`src/rtl/camera_dvp_pkg.sv`:
```
// Shared types and constants for the DVP camera transmitter: FSM state
// encoding, RGB565 colour-bar palette and the minimum pclk divider.
package camera_dvp_pkg;

    localparam int DVP_MIN_PCLK_DIV = 2;

    typedef enum logic [2:0] {
        IDLE   = 3'd0,
        ACT_HI = 3'd1,
        ACT_LO = 3'd2,
        HBLANK = 3'd3,
        VBLANK = 3'd4
    } tx_state_t;

    localparam logic [15:0] RGB565_WHITE   = 16'hFFFF;
    localparam logic [15:0] RGB565_YELLOW  = 16'hFFE0;
    localparam logic [15:0] RGB565_CYAN    = 16'h07FF;
    localparam logic [15:0] RGB565_GREEN   = 16'h07E0;
    localparam logic [15:0] RGB565_MAGENTA = 16'hF81F;
    localparam logic [15:0] RGB565_RED     = 16'hF800;
    localparam logic [15:0] RGB565_BLUE    = 16'h001F;
    localparam logic [15:0] RGB565_BLACK   = 16'h0000;

    // Colour of bar number idx, left to right across the line.
    function automatic logic [15:0] colour_bar(input logic [2:0] idx);
        logic [15:0] c;
        case (idx)
            3'd0:    c = RGB565_WHITE;
            3'd1:    c = RGB565_YELLOW;
            3'd2:    c = RGB565_CYAN;
            3'd3:    c = RGB565_GREEN;
            3'd4:    c = RGB565_MAGENTA;
            3'd5:    c = RGB565_RED;
            3'd6:    c = RGB565_BLUE;
            default: c = RGB565_BLACK;
        endcase
        return c;
    endfunction

endpackage

```
`src/rtl/camera_dvp_pclk_gen.sv`:
```
// Free-running pixel-clock generator. pclk toggles every PCLK_DIV system
// clocks. pre_fall_out marks the system-clock cycle whose closing edge
// lowers pclk; fall_out is high in the cycle right after that edge.
module camera_dvp_pclk_gen
    import camera_dvp_pkg::*;
#(
    parameter int PCLK_DIV = 2
) (
    input  logic clk,
    input  logic rst_n,
    output logic pclk_out,
    output logic pre_fall_out,
    output logic fall_out
);
    localparam int CNT_W = $clog2(PCLK_DIV) + 1;

    if (PCLK_DIV < DVP_MIN_PCLK_DIV) begin : g_div_check
        $error("camera_dvp_pclk_gen: PCLK_DIV below minimum");
    end

    logic [CNT_W-1:0] cnt_q, cnt_d;
    logic             pclk_q, pclk_d;
    logic             fall_q, fall_d;
    logic             wrap_w;

    // Phase counter wraps at PCLK_DIV-1 and flips pclk on the wrap.
    always_comb begin
        wrap_w = (cnt_q == CNT_W'(PCLK_DIV - 1));
        cnt_d  = wrap_w ? '0 : cnt_q + CNT_W'(1);
        pclk_d = wrap_w ? ~pclk_q : pclk_q;
        fall_d = wrap_w & pclk_q;
    end

    // Counter, pclk and fall strobe registers.
    always_ff @(posedge clk or negedge rst_n) begin
        if (!rst_n) begin
            cnt_q  <= '0;
            pclk_q <= 1'b0;
            fall_q <= 1'b0;
        end else begin
            cnt_q  <= cnt_d;
            pclk_q <= pclk_d;
            fall_q <= fall_d;
        end
    end

    assign pclk_out     = pclk_q;
    assign pre_fall_out = wrap_w & pclk_q;
    assign fall_out     = fall_q;

endmodule

```
`src/rtl/camera_dvp_tx.sv`:
```
// DVP camera transmitter / emulator. Splits 16-bit pixels into two bytes
// (high first) with generated pclk, hs (line valid) and vs (frame valid).
// All line outputs change only on the system edge that lowers pclk, so a
// receiver sampling on pclk rise always sees settled data.
// Build option: define CAMERA_DVP_TX_PATTERN_EN to replace the external
// pull handshake with an internal 8-bar colour generator.
module camera_dvp_tx
    import camera_dvp_pkg::*;
#(
    parameter int          PCLK_DIV        = 2,
    parameter int          H_ACTIVE        = 320,
    parameter int          H_BLANK         = 64,
    parameter int          V_ACTIVE        = 240,
    parameter int          V_BLANK         = 8,
    parameter logic [15:0] UNDERFLOW_PIXEL = 16'hF81F
) (
    input  logic        clk_pixel_in,
    input  logic        rst_n_in,
    input  logic        enable_in,
    input  logic [15:0] pixel_data_in,
    input  logic        pixel_valid_in,
    output logic        pixel_ready_out,
    output logic        pclk_cam_out,
    output logic        hs_cam_out,
    output logic        vs_cam_out,
    output logic [7:0]  data_cam_out,
    output logic        frame_start_out,
    output logic        busy_out,
    output logic        underflow_out
);
    localparam int V_TOTAL = V_ACTIVE + V_BLANK;
    localparam int PIX_W   = $clog2(H_ACTIVE) + 1;
    localparam int LINE_W  = $clog2(V_TOTAL) + 1;
    localparam int BLK_MAX = (H_BLANK > 2 * H_ACTIVE) ? H_BLANK : 2 * H_ACTIVE;
    localparam int BLK_W   = $clog2(BLK_MAX) + 1;

    logic        pclk_w, pre_fall_w, fall_w;
    logic [15:0] src_pixel_w;
    logic        src_valid_w;

    tx_state_t         state_q, state_d;
    logic [LINE_W-1:0] line_q, line_d;
    logic [LINE_W-1:0] line_inc_w;
    logic [PIX_W-1:0]  pix_q, pix_d;
    logic [BLK_W-1:0]  blk_q, blk_d;
    logic [7:0]        lo_q, lo_d;
    logic [7:0]        data_q, data_d;
    logic              hs_q, hs_d;
    logic              vs_q, vs_d;
    logic              busy_q, busy_d;
    logic              uf_q, uf_d;
    logic              fs_q, fs_d;

    camera_dvp_pclk_gen #(
        .PCLK_DIV(PCLK_DIV)
    ) u_pclk_gen (
        .clk          (clk_pixel_in),
        .rst_n        (rst_n_in),
        .pclk_out     (pclk_w),
        .pre_fall_out (pre_fall_w),
        .fall_out     (fall_w)
    );

`ifdef CAMERA_DVP_TX_PATTERN_EN
    localparam int BAR_W = (H_ACTIVE / 8 > 0) ? H_ACTIVE / 8 : 1;
    logic [PIX_W-1:0] bar_idx_w;

    assign bar_idx_w       = pix_q / PIX_W'(BAR_W);
    assign src_pixel_w     = colour_bar(bar_idx_w[2:0]);
    assign src_valid_w     = 1'b1;
    assign pixel_ready_out = 1'b0;
`else
    // The pixel is taken in the pre-fall cycle ahead of each high-byte edge.
    assign src_pixel_w     = pixel_valid_in ? pixel_data_in : UNDERFLOW_PIXEL;
    assign src_valid_w     = pixel_valid_in;
    assign pixel_ready_out = pre_fall_w && (state_q == ACT_HI);
`endif

    assign line_inc_w = line_q + LINE_W'(1);

    // Next-state and output decode; everything advances only on pclk fall.
    always_comb begin
        state_d = state_q;
        line_d  = line_q;
        pix_d   = pix_q;
        blk_d   = blk_q;
        lo_d    = lo_q;
        data_d  = data_q;
        hs_d    = hs_q;
        vs_d    = vs_q;
        busy_d  = busy_q;
        uf_d    = uf_q;
        // frame_start is raised on the fall edge and dropped in the cycle
        // the fall strobe reports that edge, giving one system-clock pulse.
        fs_d    = fs_q & ~fall_w;

        if (pre_fall_w) begin
            case (state_q)
                IDLE: begin
                    hs_d   = 1'b0;
                    vs_d   = 1'b0;
                    data_d = '0;
                    if (enable_in) begin
                        state_d = ACT_HI;
                        line_d  = '0;
                        pix_d   = '0;
                        busy_d  = 1'b1;
                        fs_d    = 1'b1;
                    end
                end
                ACT_HI: begin
                    hs_d    = 1'b1;
                    vs_d    = 1'b1;
                    data_d  = src_pixel_w[15:8];
                    lo_d    = src_pixel_w[7:0];
                    uf_d    = uf_q | ~src_valid_w;
                    state_d = ACT_LO;
                end
                ACT_LO: begin
                    data_d = lo_q;
                    if (pix_q == PIX_W'(H_ACTIVE - 1)) begin
                        pix_d   = '0;
                        blk_d   = '0;
                        state_d = HBLANK;
                    end else begin
                        pix_d   = pix_q + PIX_W'(1);
                        state_d = ACT_HI;
                    end
                end
                HBLANK: begin
                    hs_d   = 1'b0;
                    vs_d   = (line_q < LINE_W'(V_ACTIVE));
                    data_d = '0;
                    if (blk_q == BLK_W'(H_BLANK - 1)) begin
                        blk_d  = '0;
                        line_d = line_inc_w;
                        if (line_inc_w < LINE_W'(V_ACTIVE)) begin
                            state_d = ACT_HI;
                        end else if (line_inc_w < LINE_W'(V_TOTAL)) begin
                            state_d = VBLANK;
                        end else begin
                            line_d = '0;
                            if (enable_in) begin
                                state_d = ACT_HI;
                                fs_d    = 1'b1;
                            end else begin
                                state_d = IDLE;
                                busy_d  = 1'b0;
                            end
                        end
                    end else begin
                        blk_d = blk_q + BLK_W'(1);
                    end
                end
                VBLANK: begin
                    hs_d   = 1'b0;
                    vs_d   = 1'b0;
                    data_d = '0;
                    if (blk_q == BLK_W'(2 * H_ACTIVE - 1)) begin
                        blk_d   = '0;
                        state_d = HBLANK;
                    end else begin
                        blk_d = blk_q + BLK_W'(1);
                    end
                end
                default: begin
                    state_d = IDLE;
                    busy_d  = 1'b0;
                end
            endcase
        end
    end

    // State, counters, byte lane and status flags.
    always_ff @(posedge clk_pixel_in or negedge rst_n_in) begin
        if (!rst_n_in) begin
            state_q <= IDLE;
            line_q  <= '0;
            pix_q   <= '0;
            blk_q   <= '0;
            lo_q    <= '0;
            data_q  <= '0;
            hs_q    <= 1'b0;
            vs_q    <= 1'b0;
            busy_q  <= 1'b0;
            uf_q    <= 1'b0;
            fs_q    <= 1'b0;
        end else begin
            state_q <= state_d;
            line_q  <= line_d;
            pix_q   <= pix_d;
            blk_q   <= blk_d;
            lo_q    <= lo_d;
            data_q  <= data_d;
            hs_q    <= hs_d;
            vs_q    <= vs_d;
            busy_q  <= busy_d;
            uf_q    <= uf_d;
            fs_q    <= fs_d;
        end
    end

    assign pclk_cam_out    = pclk_w;
    assign hs_cam_out      = hs_q;
    assign vs_cam_out      = vs_q;
    assign data_cam_out    = data_q;
    assign frame_start_out = fs_q;
    assign busy_out        = busy_q;
    assign underflow_out   = uf_q;

endmodule
```
`config.mk`:
```
export PLATFORM = sky130hd
export DESIGN_NAME = camera_dvp_tx
export DESIGN_NICKNAME = d
export VERILOG_FILES = /design/src/rtl/camera_dvp_pkg.sv /design/src/rtl/camera_dvp_pclk_gen.sv /design/src/rtl/camera_dvp_tx.sv
export SDC_FILE = /design/constraint.sdc
export NUM_CORES = 1
export LEC_CHECK = 0
export ABC_AREA = 1
export CAP_MARGIN = 0
export CORE_ASPECT_RATIO = 1.4
export CORE_MARGIN = 4
export CORE_UTILIZATION = 53
export CTS_CLUSTER_DIAMETER = 40
export DETAILED_ROUTE_END_ITERATION = 10
export PLACE_DENSITY = 0.8
export SLEW_MARGIN = 25
export SYNTH_ARGS = -nofsm -noshare
export SYNTH_HDL_FRONTEND = slang
export SYNTH_HIERARCHICAL = 1
export SYNTH_SLANG_ARGS = --single-unit
```
`constraint.sdc`:
```
create_clock -name clk_pixel_in -period 3.8 [get_ports clk_pixel_in]
set_input_delay 0.38 -clock clk_pixel_in [delete_from_list [all_inputs] [get_ports clk_pixel_in]]
set_output_delay 0.38 -clock clk_pixel_in [all_outputs]
set_load 0.01 [all_outputs]
```
==> flow_summary.toml <==
[sta]
slew_viol_final = 0
setup_viol = 0
min_period_ns = 2.91
hold_violations = 0
rsz0062_at_grt = "false"
finalCritPeriodShare_pct = 76.6
fin_skew_ns = 0.00922
relSlewSlack_pct = 48.0
worst_pin_slew_ns = 0.778
fmax_mhz = 344
final.setup.tns_ns = 0

[global_routing]
grt_first_pass_wirelength_um = 12100
grt_max_degree = 34
grt_usage_pct = 21.4
overflow = 0
antenna_found_initial = 0
grt_pass1_vias = 2790

[detailed_routing]
first_iter_violations = 143
firstDrtPassIters = 4
routedWlPerCell_um = 13.2
drc = 0
route.vias.total = 2661
via_per_inst = 5.31
antenna_left = 0
drt-total-wl_um = 6630

[layout]
multi_input_area_mm2 = 0.00138
fin_nets = 451
fill_cells = 488
drive_gt1_share_pct = 10.4
seqCellArea_mm2 = 0.00145
stdcell_count = 501
antenna_cells = 0
synthToLayoutAreaGrowth_pct = 18.8

[logic_synthesis]
synthArstFlopShare_pct = 100
yosysTopAreaCellShare_pct = 47.2
synth_cell_type_count = 39
synth_area_leaders = "dfrtp_1 (47%), nand2_1 (11%), o21ai_0 (7.3%), inv_1 (6.5%), nand3_1 (4.4%)"
syn_avg_cell_area_um2 = 7.97
synth_warnings = 6
synth_edf_count = 0
synth_common_cells = "nand2_1 (90), dfrtp_1 (58), inv_1 (53)"
ys_ff_latch = 58
syn_nets = 409
synthFlopType = "dfrtp_1"
synthCells = 386
yosysSeqAreaShare_pct = 47.2
synth_most_common_cell = "nand2_1"
yosysTopAreaCell = "dfrtp_1"
syn_area_mm2 = 0.00308

[place]
io_buffer_count = 34
gp_congestion = 0.829
dp_cells = 485
hpwl_um = 4930

[floorplanning]
initial_core_util_pct = 55.3
die_h_um = 98.2
core_region_area_mm2 = 0.00557
rows = 32
ios = 35
die_w_um = 72.4
dieArea_mm2 = 0.00711

[pwr]
power_density_mw_per_mm2 = 549
p_leak_nw = 1.66
max-vdd-ir-drop_mv = 0.355

[flow_run]
max_cap_violations = 0

[clocking]
clock_sinks = 58
cts_buffer_depth = 2
cts_tree = "done"
cts.clk_slew.worst_paths_ns = 0.07
numCtsBuffers = 9
root_buffer = "clkbuf_8"
htree_levels = 3
clk_latency_ns = 0.34
cts_hold_buffers = 0
post_cts_buffers = 0
cts-resized-gates = 0

[worst_setup_path]
critPathSlowestCell = "nor2_1"
critPathBufInv = 4
crit_path_max_incr_delay_ns = 0.60
cp_max_fo = 15
arrival_ns = 2.53
cp.required_ns = 3.42
crit_type = "flip-flop to primary output"
cp-start-kind = "flip-flop"
crit_chain = "inv_1, nand2_1, nor2_1, inv_1, nor2_1, buf_4, clkdlybuf4s50_1"
crit_family = "buffers and inverters"
setup.worst_path.start = "u_pclk_gen/cnt_q[1]$_DFF_PN0_"
r2r_start = "u_pclk_gen/cnt_q[1]$_DFF_PN0_"
endpoint_kind = "primary output"

[run_status]
status = "finished clean"

[min_path]
holdCritPathClass = "input port to async pin"
-- report_power, final --
group	switching (mW)	internal (mW)
clock network	0.240	0.250
registers	0.112	0.774
logic	0.360	0.270
total	0.712	1.29
-- path summary, 6_finish.rpt --
| kind | to | slack, ns | cells past startpoint |
|---|---|---|---|
| min in group clk_pixel_in | lo_q[0]$_DFFE_PN0P_ | 0.48 | 2 |
| worst min register to register | lo_q[0]$_DFFE_PN0P_ | 0.48 | 2 |
| max in group asynchronous | pix_q[0]$_DFFE_PN0P_ | 2.90 | 2 |
| worst max-delay path | pixel_ready_out | 0.89 | 7 |
| worst min-delay path | line_q[7]$_DFFE_PN0P_ | 0.09 | 1 |
| worst max register to register | line_q[5]$_DFFE_PN0P_ | 1.42 | 9 |
-- cells in the final DEF, fill, tap and decap left out, types with 2 or more instances in the layout --
cell,count
nand3_1,27
o21bai_1,4
dfrtp_1,58
inv_2,3
clkdlybuf4s50_1,33
clkinv_2,3
a21oi_1,7
nor2_2,6
nand2_1,90
o21ai_1,2
clkbuf_8,10
nand2_2,2
nor3b_1,2
nor3_1,8
nor3_2,2
a22oi_1,4
inv_1,53
nor2_4,2
o21ai_0,45
nand4_1,2
xor2_1,5
a31oi_1,4
o21a_1,2
clkinvlp_4,2
nor2_1,32
ha_1,3
buf_4,2
mux2_2,5
-- per-layer routing --
| layer | vias to the layer above | global-route usage [%] | routed length [um] |
|---|---|---|---|
| met1 | 1260 | 25.2 | 2700 |
| li1 | 1335 | - | - |
| met5 | - | 0 | 0 |
| met3 | 15 | 5.46 | 249 |
| met2 | 51 | 36.8 | 3560 |
| met4 | 0 | 7.67 | 116 |
-- metrics by stage --
stage	cell area (um^2)	hold WS [ns]	util, %	total power [mW]	setup WS (ns)
3_3_place_gp	3480	0.451	62.6	1.51	1.38
2_1_floorplan	3080	0.0844	-	1.25	2.05
5_1_grt	3660	0.154	65.7	2.16	0.721
3_5_place_dp	3480	0.462	62.6	1.53	1.33
4_1_cts	3660	0.107	65.7	2.02	0.930
6_report	3660	0.0911	65.7	2.01	0.889
-- cells by family (layout without fill, tap and decap cells) --
kind of cell             count (synthesis)  after routing  synth area share (%)
multiplexers                             6              6                  2.15
buffers and inverters                   62            109                  7.97
adder cells (fa/ha/maj)                  3              3                  1.22
flip-flops                              58             58                  47.2
AO/OA/AOI/OAI                           75             75                  14.1
XOR/XNOR                                 6              6                  1.71
AND/OR/NAND/NOR                        176            176                  25.7
-- sequential cells by signal, summed over array words and instances (netlist names) --
register             count
blk_q                   11
busy_out                 1
data_cam_out             8
frame_start_out          1
hs_cam_out               1
line_q                   9
lo_q                     8
pix_q                   10
state_q                  3
u_pclk_gen/cnt_q         2
u_pclk_gen/fall_out      1
u_pclk_gen/pclk_out      1
underflow_out            1
vs_cam_out               1
-- worst register-to-register path: cells and delay by family, from the launching register on --
family	cells	cell delay [ns]
flops	1	0.36
buf+inv	3	0.40
simple gates	4	0.98
compound gates	2	0.55
-- cell type report --
cell class                 count  area share (%)
timing repair buffer          36            9.58
tap                           68            2.33
inverter                      57            5.92
clock inverter                 5           0.821
clock buffer                  11            3.87
sequential                    58            39.7
multi-input combinational    266            37.8
Power figures use the tool's default switching activity.
